`config.mk`:
```
export PLATFORM = sky130hd
export DESIGN_NAME = calc_seq_alu_flat
export DESIGN_NICKNAME = d
export VERILOG_FILES = /design/src/rtl/calc_pkg.sv /design/src/rtl/calc_seq_alu_if.sv /design/src/rtl/calc_mul_seq.sv /design/src/rtl/calc_seq_alu.sv /design/src/flat_wrapper.sv
export SDC_FILE = /design/constraint.sdc
export NUM_CORES = 1
export LEC_CHECK = 0
export ABC_AREA = 1
export BUFFER_PORTS_ARGS = -buffer_cell sky130_fd_sc_hd__buf_4
export CAP_MARGIN = 0
export CORE_MARGIN = 1.5
export CORE_UTILIZATION = 40
export CTS_BUF_LIST = sky130_fd_sc_hd__clkbuf_16
export DETAILED_ROUTE_END_ITERATION = 8
export GPL_TIMING_DRIVEN = 1
export PLACE_DENSITY = 0.58
export SYNTH_ARGS = -nofsm -noshare
export SYNTH_HDL_FRONTEND = slang
export SYNTH_SLANG_ARGS = --single-unit
```
`constraint.sdc`:
```
create_clock -name clk -period 2.39 [get_ports clk]
set_clock_uncertainty 0.2 [all_clocks]
set_input_delay 0.478 -clock clk [delete_from_list [all_inputs] [get_ports clk]]
set_output_delay 0.478 -clock clk [all_outputs]
set_load 0.005 [all_outputs]
```
`src/rtl/calc_pkg.sv`:
```
// rtl/calc_pkg.sv - shared opcode, state and width definitions for calc_seq_alu
package calc_pkg;

    localparam int OP_W = 3;

    typedef enum logic [OP_W-1:0] {
        OP_ADD    = 3'd0,
        OP_SUB_AB = 3'd1,
        OP_SUB_BA = 3'd2,
        OP_ABS_A  = 3'd3,
        OP_ABS_B  = 3'd4,
        OP_MUL    = 3'd5
    } calc_op_e;

    typedef enum logic [1:0] {
        ST_IDLE = 2'd0,
        ST_EXEC = 2'd1,
        ST_MUL  = 2'd2,
        ST_FIX  = 2'd3
    } calc_state_e;

endpackage

```
`src/rtl/calc_seq_alu_if.sv`:
```
// rtl/calc_seq_alu_if.sv - start/busy/done request and result bundle for calc_seq_alu
interface calc_seq_alu_if
    import calc_pkg::*;
#(
    parameter int W = 4
);
    logic              start;
    logic [OP_W-1:0]   op;
    logic [W-1:0]      a;
    logic [W-1:0]      b;
    logic              busy;
    logic              done;
    logic [2*W-1:0]    result;
    logic              ovf;
    logic              err;

    modport master (output start, op, a, b, input busy, done, result, ovf, err);
    modport slave  (input start, op, a, b, output busy, done, result, ovf, err);
endinterface

```
`src/rtl/calc_mul_seq.sv`:
```
// rtl/calc_mul_seq.sv - unsigned shift-add multiplier core, one multiplier bit per step
module calc_mul_seq #(
    parameter int W = 4
) (
    input  logic           clk,
    input  logic           rst,
    input  logic           load,
    input  logic           step,
    input  logic [W-1:0]   mcand,
    input  logic [W-1:0]   mplier,
    output logic [2*W-1:0] product
);
    logic [2*W-1:0] acc_q, acc_d;
    logic [2*W-1:0] mcand_q, mcand_d;
    logic [W-1:0]   mplier_q, mplier_d;

    always_comb begin
        acc_d    = acc_q;
        mcand_d  = mcand_q;
        mplier_d = mplier_q;
        if (load) begin
            acc_d    = '0;
            mcand_d  = {{W{1'b0}}, mcand};
            mplier_d = mplier;
        end else if (step) begin
            if (mplier_q[0]) begin
                acc_d = acc_q + mcand_q;
            end
            mcand_d  = mcand_q << 1;
            mplier_d = mplier_q >> 1;
        end
    end

    always_ff @(posedge clk or posedge rst) begin
        if (rst) begin
            acc_q    <= '0;
            mcand_q  <= '0;
            mplier_q <= '0;
        end else begin
            acc_q    <= acc_d;
            mcand_q  <= mcand_d;
            mplier_q <= mplier_d;
        end
    end

    assign product = acc_q;
endmodule

```
`src/rtl/calc_seq_alu.sv`:
```
// rtl/calc_seq_alu.sv - registered signed add/sub/abs calculator; CALC_SEQ_ALU_MUL_EN adds iterative multiply
module calc_seq_alu
    import calc_pkg::*;
#(
    parameter int W = 4
) (
    input  logic          clk,
    input  logic          rst,
    calc_seq_alu_if.slave bus
);
    localparam int RW = 2 * W;

    calc_state_e       state_q, state_d;
    logic [OP_W-1:0]   op_q, op_d;
    logic [W-1:0]      a_q, a_d, b_q, b_d;
    logic [RW-1:0]     result_q, result_d;
    logic              ovf_q, ovf_d, err_q, err_d, done_q, done_d;

    logic signed [RW-1:0] a_x, b_x, alu_res;
    logic                 alu_err, alu_ovf;
    logic [W:0]           alu_top;

    assign a_x = {{W{a_q[W-1]}}, a_q};
    assign b_x = {{W{b_q[W-1]}}, b_q};

    always_comb begin
        alu_res = '0;
        alu_err = 1'b0;
        case (op_q)
            OP_ADD:    alu_res = a_x + b_x;
            OP_SUB_AB: alu_res = a_x - b_x;
            OP_SUB_BA: alu_res = b_x - a_x;
            OP_ABS_A:  alu_res = a_q[W-1] ? -a_x : a_x;
            OP_ABS_B:  alu_res = b_q[W-1] ? -b_x : b_x;
            default:   alu_err = 1'b1;
        endcase
    end

    // Fits W-bit signed exactly when the top W+1 bits are a pure sign extension.
    assign alu_top = alu_res[RW-1:W-1];
    assign alu_ovf = !((&alu_top) || !(|alu_top));

`ifdef CALC_SEQ_ALU_MUL_EN
    localparam int CW = $clog2(W + 1);

    logic [CW-1:0] cnt_q, cnt_d;
    logic          mul_load, mul_step, mul_neg, mul_ovf;
    logic [W-1:0]  mag_a, mag_b;
    logic [RW-1:0] mul_prod, mul_res;
    logic [W:0]    mul_top;

    assign mag_a   = bus.a[W-1] ? (~bus.a + W'(1)) : bus.a;
    assign mag_b   = bus.b[W-1] ? (~bus.b + W'(1)) : bus.b;
    assign mul_neg = a_q[W-1] ^ b_q[W-1];
    assign mul_res = mul_neg ? (~mul_prod + RW'(1)) : mul_prod;
    assign mul_top = mul_res[RW-1:W-1];
    assign mul_ovf = !((&mul_top) || !(|mul_top));

    calc_mul_seq #(.W(W)) u_mul (
        .clk     (clk),
        .rst     (rst),
        .load    (mul_load),
        .step    (mul_step),
        .mcand   (mag_a),
        .mplier  (mag_b),
        .product (mul_prod)
    );

    always_ff @(posedge clk or posedge rst) begin
        if (rst) begin
            cnt_q <= '0;
        end else begin
            cnt_q <= cnt_d;
        end
    end
`endif

    always_comb begin
        state_d  = state_q;
        op_d     = op_q;
        a_d      = a_q;
        b_d      = b_q;
        result_d = result_q;
        ovf_d    = ovf_q;
        err_d    = err_q;
        done_d   = 1'b0;
`ifdef CALC_SEQ_ALU_MUL_EN
        cnt_d    = cnt_q;
        mul_load = 1'b0;
        mul_step = 1'b0;
`endif
        case (state_q)
            ST_IDLE: begin
                if (bus.start) begin
                    op_d    = bus.op;
                    a_d     = bus.a;
                    b_d     = bus.b;
                    state_d = ST_EXEC;
`ifdef CALC_SEQ_ALU_MUL_EN
                    if (bus.op == OP_MUL) begin
                        state_d  = ST_MUL;
                        mul_load = 1'b1;
                        cnt_d    = '0;
                    end
`endif
                end
            end
            ST_EXEC: begin
                result_d = alu_res;
                ovf_d    = alu_ovf;
                err_d    = alu_err;
                done_d   = 1'b1;
                state_d  = ST_IDLE;
            end
`ifdef CALC_SEQ_ALU_MUL_EN
            ST_MUL: begin
                mul_step = 1'b1;
                cnt_d    = cnt_q + CW'(1);
                if (cnt_q == CW'(W - 1)) begin
                    state_d = ST_FIX;
                end
            end
            ST_FIX: begin
                result_d = mul_res;
                ovf_d    = mul_ovf;
                err_d    = 1'b0;
                done_d   = 1'b1;
                state_d  = ST_IDLE;
            end
`endif
            default: state_d = ST_IDLE;
        endcase
    end

    always_ff @(posedge clk or posedge rst) begin
        if (rst) begin
            state_q  <= ST_IDLE;
            op_q     <= '0;
            a_q      <= '0;
            b_q      <= '0;
            result_q <= '0;
            ovf_q    <= 1'b0;
            err_q    <= 1'b0;
            done_q   <= 1'b0;
        end else begin
            state_q  <= state_d;
            op_q     <= op_d;
            a_q      <= a_d;
            b_q      <= b_d;
            result_q <= result_d;
            ovf_q    <= ovf_d;
            err_q    <= err_d;
            done_q   <= done_d;
        end
    end

    assign bus.busy   = (state_q != ST_IDLE);
    assign bus.done   = done_q;
    assign bus.result = result_q;
    assign bus.ovf    = ovf_q;
    assign bus.err    = err_q;
endmodule

```
`src/flat_wrapper.sv`:
```
// flat-port wrapper written by rule: the top's interface ports become plain ports
module calc_seq_alu_flat import calc_pkg::*;
#(
    parameter int W = 4
)
  (clk, rst, bus_start, bus_op, bus_a, bus_b, bus_busy, bus_done, bus_result, bus_ovf, bus_err);
  calc_seq_alu_if #(.W(W)) bus_i ();
  input  logic clk;
  input  logic rst;
  input wire logic [$bits(bus_i.start)-1:0] bus_start;
  input wire logic [$bits(bus_i.op)-1:0] bus_op;
  input wire logic [$bits(bus_i.a)-1:0] bus_a;
  input wire logic [$bits(bus_i.b)-1:0] bus_b;
  output wire logic [$bits(bus_i.busy)-1:0] bus_busy;
  output wire logic [$bits(bus_i.done)-1:0] bus_done;
  output wire logic [$bits(bus_i.result)-1:0] bus_result;
  output wire logic [$bits(bus_i.ovf)-1:0] bus_ovf;
  output wire logic [$bits(bus_i.err)-1:0] bus_err;
  assign bus_i.start = bus_start;
  assign bus_i.op = bus_op;
  assign bus_i.a = bus_a;
  assign bus_i.b = bus_b;
  assign bus_busy = bus_i.busy;
  assign bus_done = bus_i.done;
  assign bus_result = bus_i.result;
  assign bus_ovf = bus_i.ovf;
  assign bus_err = bus_i.err;
  calc_seq_alu #(.W(W)) u_core (.clk(clk), .rst(rst), .bus(bus_i));
endmodule
```
==> impl_metrics.tcl, run 1 <==
set metrics [dict create \
    outcome "finished, final reports clean" \
    ys_seq_area_share_pct 36.9 \
    layout-drive-gt1-share_pct 20.7 \
    worstRegToRegCells 9 \
    post_synth_mux_area_share_pct 0 \
    die_y_um 65.4 \
    n_fill_cell 378 \
    synth-adder-area-share_pct 15.1 \
    maxSlewViolCount 0 \
    cts_inserted_buffers 3 \
    dp.final_hpwl_um 2760 \
    grt_pass1_wl_um 6300 \
    route.detailed.wl_per_inst_um 12.7 \
    cts-root-buf "sky130_fd_sc_hd__clkbuf_16" \
    htree_num_levels 1 \
    critPathLaunchType "flop" \
    area_growth_from_synthesis_to_final_layout_pct 20.1 \
    drc 0 \
    synthesis.yosys.warnings 0 \
    ys_ff_latch 23 \
    coreArea_um2 3690 \
    postRouteWirelength_um 3500 \
    avgSynthCellArea_um2 7.79 \
    clkTransAtPathRegs_ns 0.06 \
    io_pins 26 \
    reg2reg_slack_ns 0.17 \
    antenna_cells 0 \
    floorplan.die_area_um2 4280 \
    via_count 1382 \
    number_of_antenna_violations_at_the_first_check_in_global_routing 0 \
    dominant_combinational_cell_family_by_area_after_synthesis "simple AND/OR/NAND/NOR gates" \
    pwr_density_cell_nw_per_um2 772 \
    clock_sinks 23 \
    number_of_global_route_vias_before_repair 1381 \
    postSynthNetCount 231 \
    setup_violations 0 \
    cp-end-kind "flop" \
    detail_route.vias_per_cell 5.03 \
    clock_path_buffers 2 \
    postLayoutCoreUtil_pct 50.8 \
    synth_compound_gate_area_share_pct 10.4 \
    ys_top_cells_by_area "sky130_fd_sc_hd__dfrtp_1, sky130_fd_sc_hd__nand2_1, sky130_fd_sc_hd__ha_1" \
    synth.cell_area_um2 1560 \
    die-width_um 65.4 \
    post-route-worst-setup-slack_ns 0.173 \
    insertion_delay_ns 0.26 \
    postCtsSetupRepairBufs 0 \
    antenna_left 0 \
    ctsResizeCount 0 \
    hold_slack_ns 0.0549 \
    holdBufCountCts 0 \
    crit_required_ns 2.34 \
    max_freq_mhz 451 \
    post_synth_num_cell_types 28 \
    dr.pass1.iters 5 \
    synth_top_cell_by_area "sky130_fd_sc_hd__dfrtp_1" \
    post-synth-top-area-fraction_pct 36.9 \
    setup_slack_after_placement_ns 0.191 \
    grt_usage_pct 19.7 \
    power_leakage_nw 0.985 \
    cts_tree "yes" \
    synth_xor_xnor_area_share_pct 0 \
    arr_time_crit_path_ns 2.17 \
    worst-slew-pin-transition_ns 0.567 \
    regToRegStartpoint "u_core.b_q[0]" \
    final_period_util_pct 92.7 \
    initial_core_utilization_pct 42.3 \
    hold_path_class "input pin to async pin" \
    worst_ir_drop_vdd_uv 321 \
    timing.setup.critical_path_class "flop to flop" \
    timing.critical_path.fanout_max 5 \
    grt_max_degree 24 \
    min_period_ns 2.22 \
    globalRoute.totalOverflow 0 \
    cap_violations 0 \
    finalNetCount 259 \
    synthCells 200 \
    floorplan.rows 22 \
    relSlewSlack_pct 62.2 \
    setup_tns_ns 0 \
    drtIter0Drc 76 \
    hold_violations 0 \
    rsz0062_at_grt "no" \
    gpl.final_weighted_congestion 0.903 \
    io_buffers 25 \
    yosys.area_share.simple_pct 29.8 \
    r2r-end "u_core.bus.result[2]" \
]
## routing by layer
layer | GRT usage, % | vias up | part of all wire [%] | wire [um]
li1 | - | 693 | - | -
met3 | 3.08 | 6 | 2.8 | 97
met4 | 9.64 | 0 | 2.1 | 72
met1 | 26.8 | 657 | 48 | 1700
met2 | 30.5 | 26 | 47 | 1630
met5 | 0 | - | 0 | 0
## layout make-up
class	count	area [um^2]	share of cell area (%)
Multi-Input combinational cell	150	861	46.0
Sequential cell	23	576	30.7
Timing Repair Buffer	29	218	11.6
Inverter	21	78.8	4.21
Clock buffer	3	75.1	4.01
Tap cell	48	60.1	3.21
Clock inverter	1	5.00	0.267
## sequential cells by signal (all words and copies together) (netlist names)
signal	cells
u_core.state_q	1
u_core.bus.done	1
u_core.bus.result	8
u_core.a_q	4
u_core.b_q	4
u_core.bus.ovf	1
u_core.op_q	3
u_core.bus.err	1
## power by group
group | switching, W | total, W | leakage, nW | internal (W)
sequential | 0.0000657 | 0.000534 | 0.288 | 0.000468
clock | 0.000148 | 0.000374 | 0.0409 | 0.000226
combinational | 0.000297 | 0.000538 | 0.656 | 0.000240
total | 0.000511 | 0.00145 | 0.985 | 0.000934
## per-stage QoR
stage               power, W  cells  area (um^2)
finish               0.00145    275         1870
global route         0.00156    275         1870
CTS                  0.00146    275         1870
detailed placement   0.00108    271         1790
global placement     0.00108    271         1790
floorplan           0.000889    200         1560
## placed cells by master, fill, tap and decap left out, types with 2 or more instances in the layout
master and n:
sky130_fd_sc_hd__buf_4 29, sky130_fd_sc_hd__fa_1 3, sky130_fd_sc_hd__a21oi_2 3, sky130_fd_sc_hd__nand2_1 56
sky130_fd_sc_hd__inv_1 18, sky130_fd_sc_hd__o21ai_1 2, sky130_fd_sc_hd__nor2_1 18, sky130_fd_sc_hd__clkbuf_16 3
sky130_fd_sc_hd__ha_1 14, sky130_fd_sc_hd__dfrtp_1 23, sky130_fd_sc_hd__or2_1 2, sky130_fd_sc_hd__nand3_1 16
sky130_fd_sc_hd__inv_2 3, sky130_fd_sc_hd__nor3_2 2, sky130_fd_sc_hd__o21ai_0 18, sky130_fd_sc_hd__a21oi_1 4
sky130_fd_sc_hd__nand4_1 2, sky130_fd_sc_hd__nand3_2 2
## cell usage after synthesis
cell type                  instances
sky130_fd_sc_hd__buf_4             1
sky130_fd_sc_hd__nor2_2            1
sky130_fd_sc_hd__ha_1             14
sky130_fd_sc_hd__a21oi_2           3
sky130_fd_sc_hd__or2_2             1
sky130_fd_sc_hd__fa_1              3
sky130_fd_sc_hd__clkbuf_1          1
sky130_fd_sc_hd__a21oi_1           4
sky130_fd_sc_hd__nand4_1           2
sky130_fd_sc_hd__or2_1             2
sky130_fd_sc_hd__nor3_1            1
sky130_fd_sc_hd__nand3_2           2
sky130_fd_sc_hd__nand2_2           1
sky130_fd_sc_hd__or2_0             1
sky130_fd_sc_hd__nor2_4            1
sky130_fd_sc_hd__o21ai_1           2
sky130_fd_sc_hd__o211ai_1          1
sky130_fd_sc_hd__nor3_2            2
sky130_fd_sc_hd__nand2_1          56
sky130_fd_sc_hd__buf_6             2
sky130_fd_sc_hd__inv_2             3
sky130_fd_sc_hd__a21boi_1          1
sky130_fd_sc_hd__nor2_1           18
sky130_fd_sc_hd__dfrtp_1          23
sky130_fd_sc_hd__inv_1            18
sky130_fd_sc_hd__nand3_1          16
sky130_fd_sc_hd__o21ai_0          18
sky130_fd_sc_hd__buf_2             2
## worst max-delay path, cell delays in order (launching register included)
cell and delay (ns):
sky130_fd_sc_hd__dfrtp_1 0.40, sky130_fd_sc_hd__inv_1 0.15, sky130_fd_sc_hd__ha_1 0.18, sky130_fd_sc_hd__inv_1 0.07, sky130_fd_sc_hd__fa_1 0.37, sky130_fd_sc_hd__or2_2 0.30, sky130_fd_sc_hd__nand3_1 0.08, sky130_fd_sc_hd__nand2_1 0.06
sky130_fd_sc_hd__nor3_1 0.21, sky130_fd_sc_hd__o21ai_1 0.08
## worst max-delay path by stage
stage             startpoint                    to
6_report       u_core.b_q[0]  u_core.bus.result[2]
2_1_floorplan  u_core.b_q[0]  u_core.bus.result[2]
3_5_place_dp   u_core.b_q[0]  u_core.bus.result[2]
3_3_place_gp   u_core.b_q[0]  u_core.bus.result[2]
5_1_grt        u_core.b_q[0]  u_core.bus.result[2]
4_1_cts        u_core.b_q[0]  u_core.bus.result[2]
## cells by family (layout without fill, tap and decap cells)
logic type	count (synthesis)	in the layout
AOI/OAI and AO/OA	29	29
adders and majority gates	17	17
buffers and inverters	27	54
DFF	23	23
and+or+nand+nor	104	104
Note: power is estimated with default switching activity, not from simulation.
==> run 2: changes to the inputs <==
Settings changed: CTS_BUF_LIST sky130_fd_sc_hd__clkbuf_16 to sky130_fd_sc_hd__clkbuf_8.
==> run 2 against run 1 <==
Net effect:
- worst setup slack better by 0.0015 ns
- die area unchanged
- wire length fell by 1.1%
- via count down 0.72%
- global-route usage is 0.55 points lower
- total power is 8.8% lower
- critical path type unchanged
- critical endpoint unchanged
==> impl_metrics.tcl, run 2 (same netlist as run 1, synthesis figures left out) <==
set metrics [dict create \
    outcome "finished, final reports clean" \
    critPathLaunchType "flop" \
    cp_slowest_cell "sky130_fd_sc_hd__dfrtp_1" \
    die-width_um 65.4 \
    critical-path-top-cell-by-count "sky130_fd_sc_hd__inv_1" \
    coreArea_um2 3690 \
    clkTransAtPathRegs_ns 0.08 \
    floorplan.rows 22 \
    mostFrequentLayoutCell "sky130_fd_sc_hd__nand2_1" \
    detail_route.vias_per_cell 4.99 \
    area_growth_from_synthesis_to_final_layout_pct 18.0 \
    cp-end-kind "flop" \
    finalNetCount 259 \
    layout-drive-gt1-share_pct 20.7 \
    globalRoute.totalOverflow 0 \
    setup_tns_ns 0 \
    grt_usage_pct 19.1 \
    drtIter0Drc 71 \
    insertion_delay_ns 0.27 \
    route.detailed.wl_per_inst_um 12.6 \
    dr_wl_met3_um 82 \
    hold_violations 0 \
    htree_num_levels 1 \
    timing.critical_path.fanout_max 5 \
    setup_violations 0 \
    critPathBufInv 2 \
    drc 0 \
    number_of_antenna_violations_at_the_first_check_in_global_routing 0 \
    cp_cell_sequence "inv_1 -> ha_1 -> inv_1 -> fa_1 -> or2_2 -> nand3_1 -> nand2_1 -> nor3_1 -> o21ai_1" \
    io_buffers 25 \
    relSlewSlack_pct 62.1 \
    io_pins 26 \
    holdBufCountCts 0 \
    min_period_ns 2.21 \
    hold_path_class "input pin to async pin" \
    cts_inserted_buffers 3 \
    pwr_density_cell_nw_per_um2 716 \
    timing.setup.critical_path_class "flop to flop" \
    final_period_util_pct 92.7 \
    arr_time_crit_path_ns 2.17 \
    cts-root-buf "sky130_fd_sc_hd__clkbuf_8" \
    dp.final_hpwl_um 2760 \
    initial_core_utilization_pct 42.3 \
    gpl.final_weighted_congestion 0.903 \
    die_y_um 65.4 \
    via_count 1372 \
    cp_peak_stage_delay_ns 0.41 \
    ctsResizeCount 0 \
    grt_max_degree 24 \
    dr.pass1.iters 5 \
    path_delay_family "simple AND/OR/NAND/NOR gates" \
    clock_sinks 23 \
    worst_ir_drop_vdd_uv 286 \
    antenna_cells 0 \
    crit_required_ns 2.35 \
    worst-path-stages 9 \
    max_freq_mhz 451 \
    clock_path_buffers 2 \
    postCtsSetupRepairBufs 0 \
    number_of_global_route_vias_before_repair 1373 \
    antenna_left 0 \
    maxSlewViolCount 0 \
    largest_register_ffs 8 \
    grt_pass1_wl_um 6250 \
    p_total_w 0.00132 \
    cts_tree "yes" \
    cap_violations 0 \
    met1_length_um 1710 \
    worst-slew-pin-transition_ns 0.568 \
    routed.top_layer "met4" \
    n_fill_cell 384 \
    floorplan.die_area_um2 4280 \
    worstRegToRegCells 9 \
    rsz0062_at_grt "no" \
    postRouteWirelength_um 3460 \
    final_cell_mix "sky130_fd_sc_hd__nand2_1, sky130_fd_sc_hd__buf_4, sky130_fd_sc_hd__dfrtp_1" \
    power_leakage_nw 0.970 \
    met2RoutedLength_um 1620 \
]
run 2: cell count changes in the layout (fill, tap and decap cells not counted):
| cell | delta |
|---|---|
| sky130_fd_sc_hd__clkbuf_8 | +3 |
| sky130_fd_sc_hd__clkbuf_16 | -3 |
run 2: worst paths after layout:
path                                        end  slack [ns]                 start
max                        u_core.bus.result[2]        0.18         u_core.b_q[0]
min                        u_core.bus.result[0]        0.04                   rst
max reg2reg                u_core.bus.result[2]        0.18         u_core.b_q[0]
min reg2reg                u_core.bus.result[1]        0.29  u_core.bus.result[1]
max in group asynchronous         u_core.b_q[1]        1.72                   rst
min in group clk                 u_core.op_q[2]        0.21             bus_op[2]
run 2: power by group:
part           internal, W  switching, W  total (W)
Clock             0.000117      0.000131   0.000248
Combinational     0.000240      0.000296   0.000536
Sequential        0.000467     0.0000660   0.000533
Total             0.000824      0.000493    0.00132
run 2: cell type report:
cell class	count	area [um^2]	area share, %
tap	48	60.1	3.27
timing repair buffer	29	218	11.8
inverter	21	78.8	4.29
clock buffer	3	41.3	2.24
sequential	23	576	31.3
multi-input combinational	150	861	46.8
clock inverter	1	5.00	0.272
run 2: worst register-to-register path, delay by kind of cell (launching register included):
| kind | cells | cell delay [ns] |
|---|---|---|
| AND/OR/NAND/NOR | 4 | 0.65 |
| buffers and inverters | 2 | 0.22 |
| AO/OA/AOI/OAI | 1 | 0.08 |
| adder cells (fa/ha/maj) | 2 | 0.55 |
| flip-flops | 1 | 0.41 |
run 2: per-layer routing:
layer  up-vias  GRT usage (%)
li1        692              -
met1       651           27.0
met2        24           30.2
met3         5           2.05
met4         0           7.29
met5         -              0
run 2: per-stage QoR:
| stage | hold slack [ns] | setup WS (ns) | util (%) | instance area, um^2 | cells |
|---|---|---|---|---|---|
| floorplan | 0.273 | 0.386 | - | 1560 | 200 |
| global placement | 0.265 | 0.205 | 48.6 | 1790 | 271 |
| detailed placement | 0.268 | 0.191 | 48.6 | 1790 | 271 |
| CTS | 0.0505 | 0.180 | 49.9 | 1840 | 275 |
| global route | 0.0661 | 0.0365 | 49.9 | 1840 | 275 |
| finish | 0.0450 | 0.175 | 49.9 | 1840 | 275 |
==> run 3: changes to the inputs <==
Settings changed: CORE_MARGIN 1.5 to unset, CORE_UTILIZATION 40 to 43, PLACE_DENSITY 0.58 to 0.62.
==> run 3 against run 2 <==
Net effect:
- cell count fell by 1.5%
- non-clock buffer count down 2
- wire length increased by 0.98%
- clock-buffer cell count did not move
- highest routed layer unchanged
- via count fell by 3.6%
- utilization is 3.5 points higher
- fmax is 2.4% higher
- global-route usage increased by 0.74 points
- total power increased by 0.27%
==> impl_metrics.tcl, run 3 (same netlist as run 1, synthesis figures left out) <==
set metrics [dict create \
    outcome "finished, final reports clean" \
    clock_path_buffers 2 \
    coreArea_um2 3420 \
    die_y_um 62.2 \
    via_count 1322 \
    finalNetCount 257 \
    path_delay_family "simple AND/OR/NAND/NOR gates" \
    cp_peak_stage_delay_ns 0.42 \
    globalRoute.totalOverflow 0 \
    largest_register_ffs 8 \
    die-width_um 62.2 \
    antenna_cells 0 \
    clock_sinks 23 \
    power_leakage_nw 0.960 \
    dp.final_hpwl_um 2770 \
    io_buffers 25 \
    mostFrequentLayoutCell "sky130_fd_sc_hd__nand2_1" \
    cts_tree "yes" \
    cap_violations 0 \
    detail_route.vias_per_cell 4.88 \
    timing.setup.critical_path_class "flop to flop" \
    hold_path_class "input pin to async pin" \
    floorplan.die_area_um2 3870 \
    max_freq_mhz 462 \
    layout-drive-gt1-share_pct 20.0 \
    ctsResizeCount 0 \
    worst-slew-pin-transition_ns 0.585 \
    final_period_util_pct 90.5 \
    number_of_global_route_vias_before_repair 1291 \
    floorplan.rows 21 \
    route.detailed.wl_per_inst_um 12.9 \
    grt_usage_pct 19.9 \
    postRouteWirelength_um 3500 \
    final_cell_mix "sky130_fd_sc_hd__nand2_1, sky130_fd_sc_hd__buf_4, sky130_fd_sc_hd__dfrtp_1" \
    number_of_antenna_violations_at_the_first_check_in_global_routing 0 \
    critPathBufInv 2 \
    cts-root-buf "sky130_fd_sc_hd__clkbuf_8" \
    postCtsSetupRepairBufs 0 \
    area_growth_from_synthesis_to_final_layout_pct 16.9 \
    setup_slack_after_placement_ns 0.226 \
    arr_time_crit_path_ns 2.12 \
    worst_ir_drop_vdd_uv 264 \
    cp_slowest_cell "sky130_fd_sc_hd__dfrtp_1" \
    relSlewSlack_pct 61.0 \
    timing.critical_path.fanout_max 5 \
    grt_pass1_wl_um 6030 \
    clkTransAtPathRegs_ns 0.09 \
    initial_core_utilization_pct 45.6 \
    setup_tns_ns 0 \
    critPathLaunchType "flop" \
    antenna_left 0 \
    cts_inserted_buffers 3 \
    dr.pass1.iters 4 \
    insertion_delay_ns 0.27 \
    rsz0062_at_grt "no" \
    reg2reg_slack_ns 0.23 \
    crit_required_ns 2.35 \
    min_period_ns 2.16 \
    critical-path-top-cell-by-count "sky130_fd_sc_hd__inv_1" \
    cp-end-kind "flop" \
    holdBufCountCts 0 \
    setup_violations 0 \
    htree_num_levels 1 \
    post-route-worst-setup-slack_ns 0.227 \
    cp_cell_sequence "inv_1 -> ha_1 -> inv_1 -> fa_1 -> or2_2 -> nand3_1 -> nand2_1 -> nor3_1 -> o21ai_1" \
    drtIter0Drc 44 \
    io_pins 26 \
    hold_violations 0 \
    drc 0 \
    grt_max_degree 24 \
    pwr_density_cell_nw_per_um2 725 \
    n_fill_cell 340 \
    gpl.final_weighted_congestion 0.886 \
    maxSlewViolCount 0 \
]
-- run 3: tightest hold or removal path, cell delays in order --
cell and delay, ns:
sky130_fd_sc_hd__buf_4 0.11, sky130_fd_sc_hd__inv_1 0.04, sky130_fd_sc_hd__buf_4 0.29
-- run 3: final cells by class --
class	count	area, um^2	area share (%)
repair buffers	27	203	11.1
well taps	46	57.6	3.16
inverters	21	78.8	4.33
clock buffers	3	41.3	2.27
flip-flops and latches	23	576	31.6
clock inverters	1	5.00	0.275
multi-input cells	150	861	47.3
-- run 3: power by group --
part	internal [W]	switching [W]	total, W	leakage, nW
sequential	0.000467	0.0000753	0.000543	0.288
clock	0.000117	0.000143	0.000259	0.0255
combinational	0.000234	0.000285	0.000519	0.646
total	0.000818	0.000503	0.00132	0.960
-- run 3: path summary, 6_finish.rpt --
path | cells past startpoint | start | end
min | 3 | rst | u_core.b_q[3]
max in group asynchronous | 3 | rst | u_core.bus.result[5]
min in group clk | 3 | bus_op[1] | u_core.op_q[1]
min reg2reg | 2 | u_core.bus.result[3] | u_core.bus.result[3]
max reg2reg | 9 | u_core.b_q[0] | u_core.bus.result[2]
max | 9 | u_core.b_q[0] | u_core.bus.result[2]
-- run 3: metrics by stage --
step | hold WS, ns | util (%) | cell area (um^2) | cells | total power [W]
after floorplan | 0.273 | - | 1560 | 200 | 0.000889
after global placement | 0.271 | 52.0 | 1780 | 267 | 0.00107
after detailed placement | 0.269 | 52.0 | 1780 | 267 | 0.00107
after CTS | 0.0546 | 53.3 | 1820 | 271 | 0.00133
after global routing | 0.0774 | 53.3 | 1820 | 271 | 0.00143
final | 0.0414 | 53.3 | 1820 | 271 | 0.00132
-- run 3: per-layer routing --
metal	vias to the layer above	share of wire, %	global-route usage [%]
li1	686	-	-
met1	595	47	25.9
met2	36	49	35.3
met3	5	2.8	2.21
met4	0	0.97	4.36
met5	-	0	0
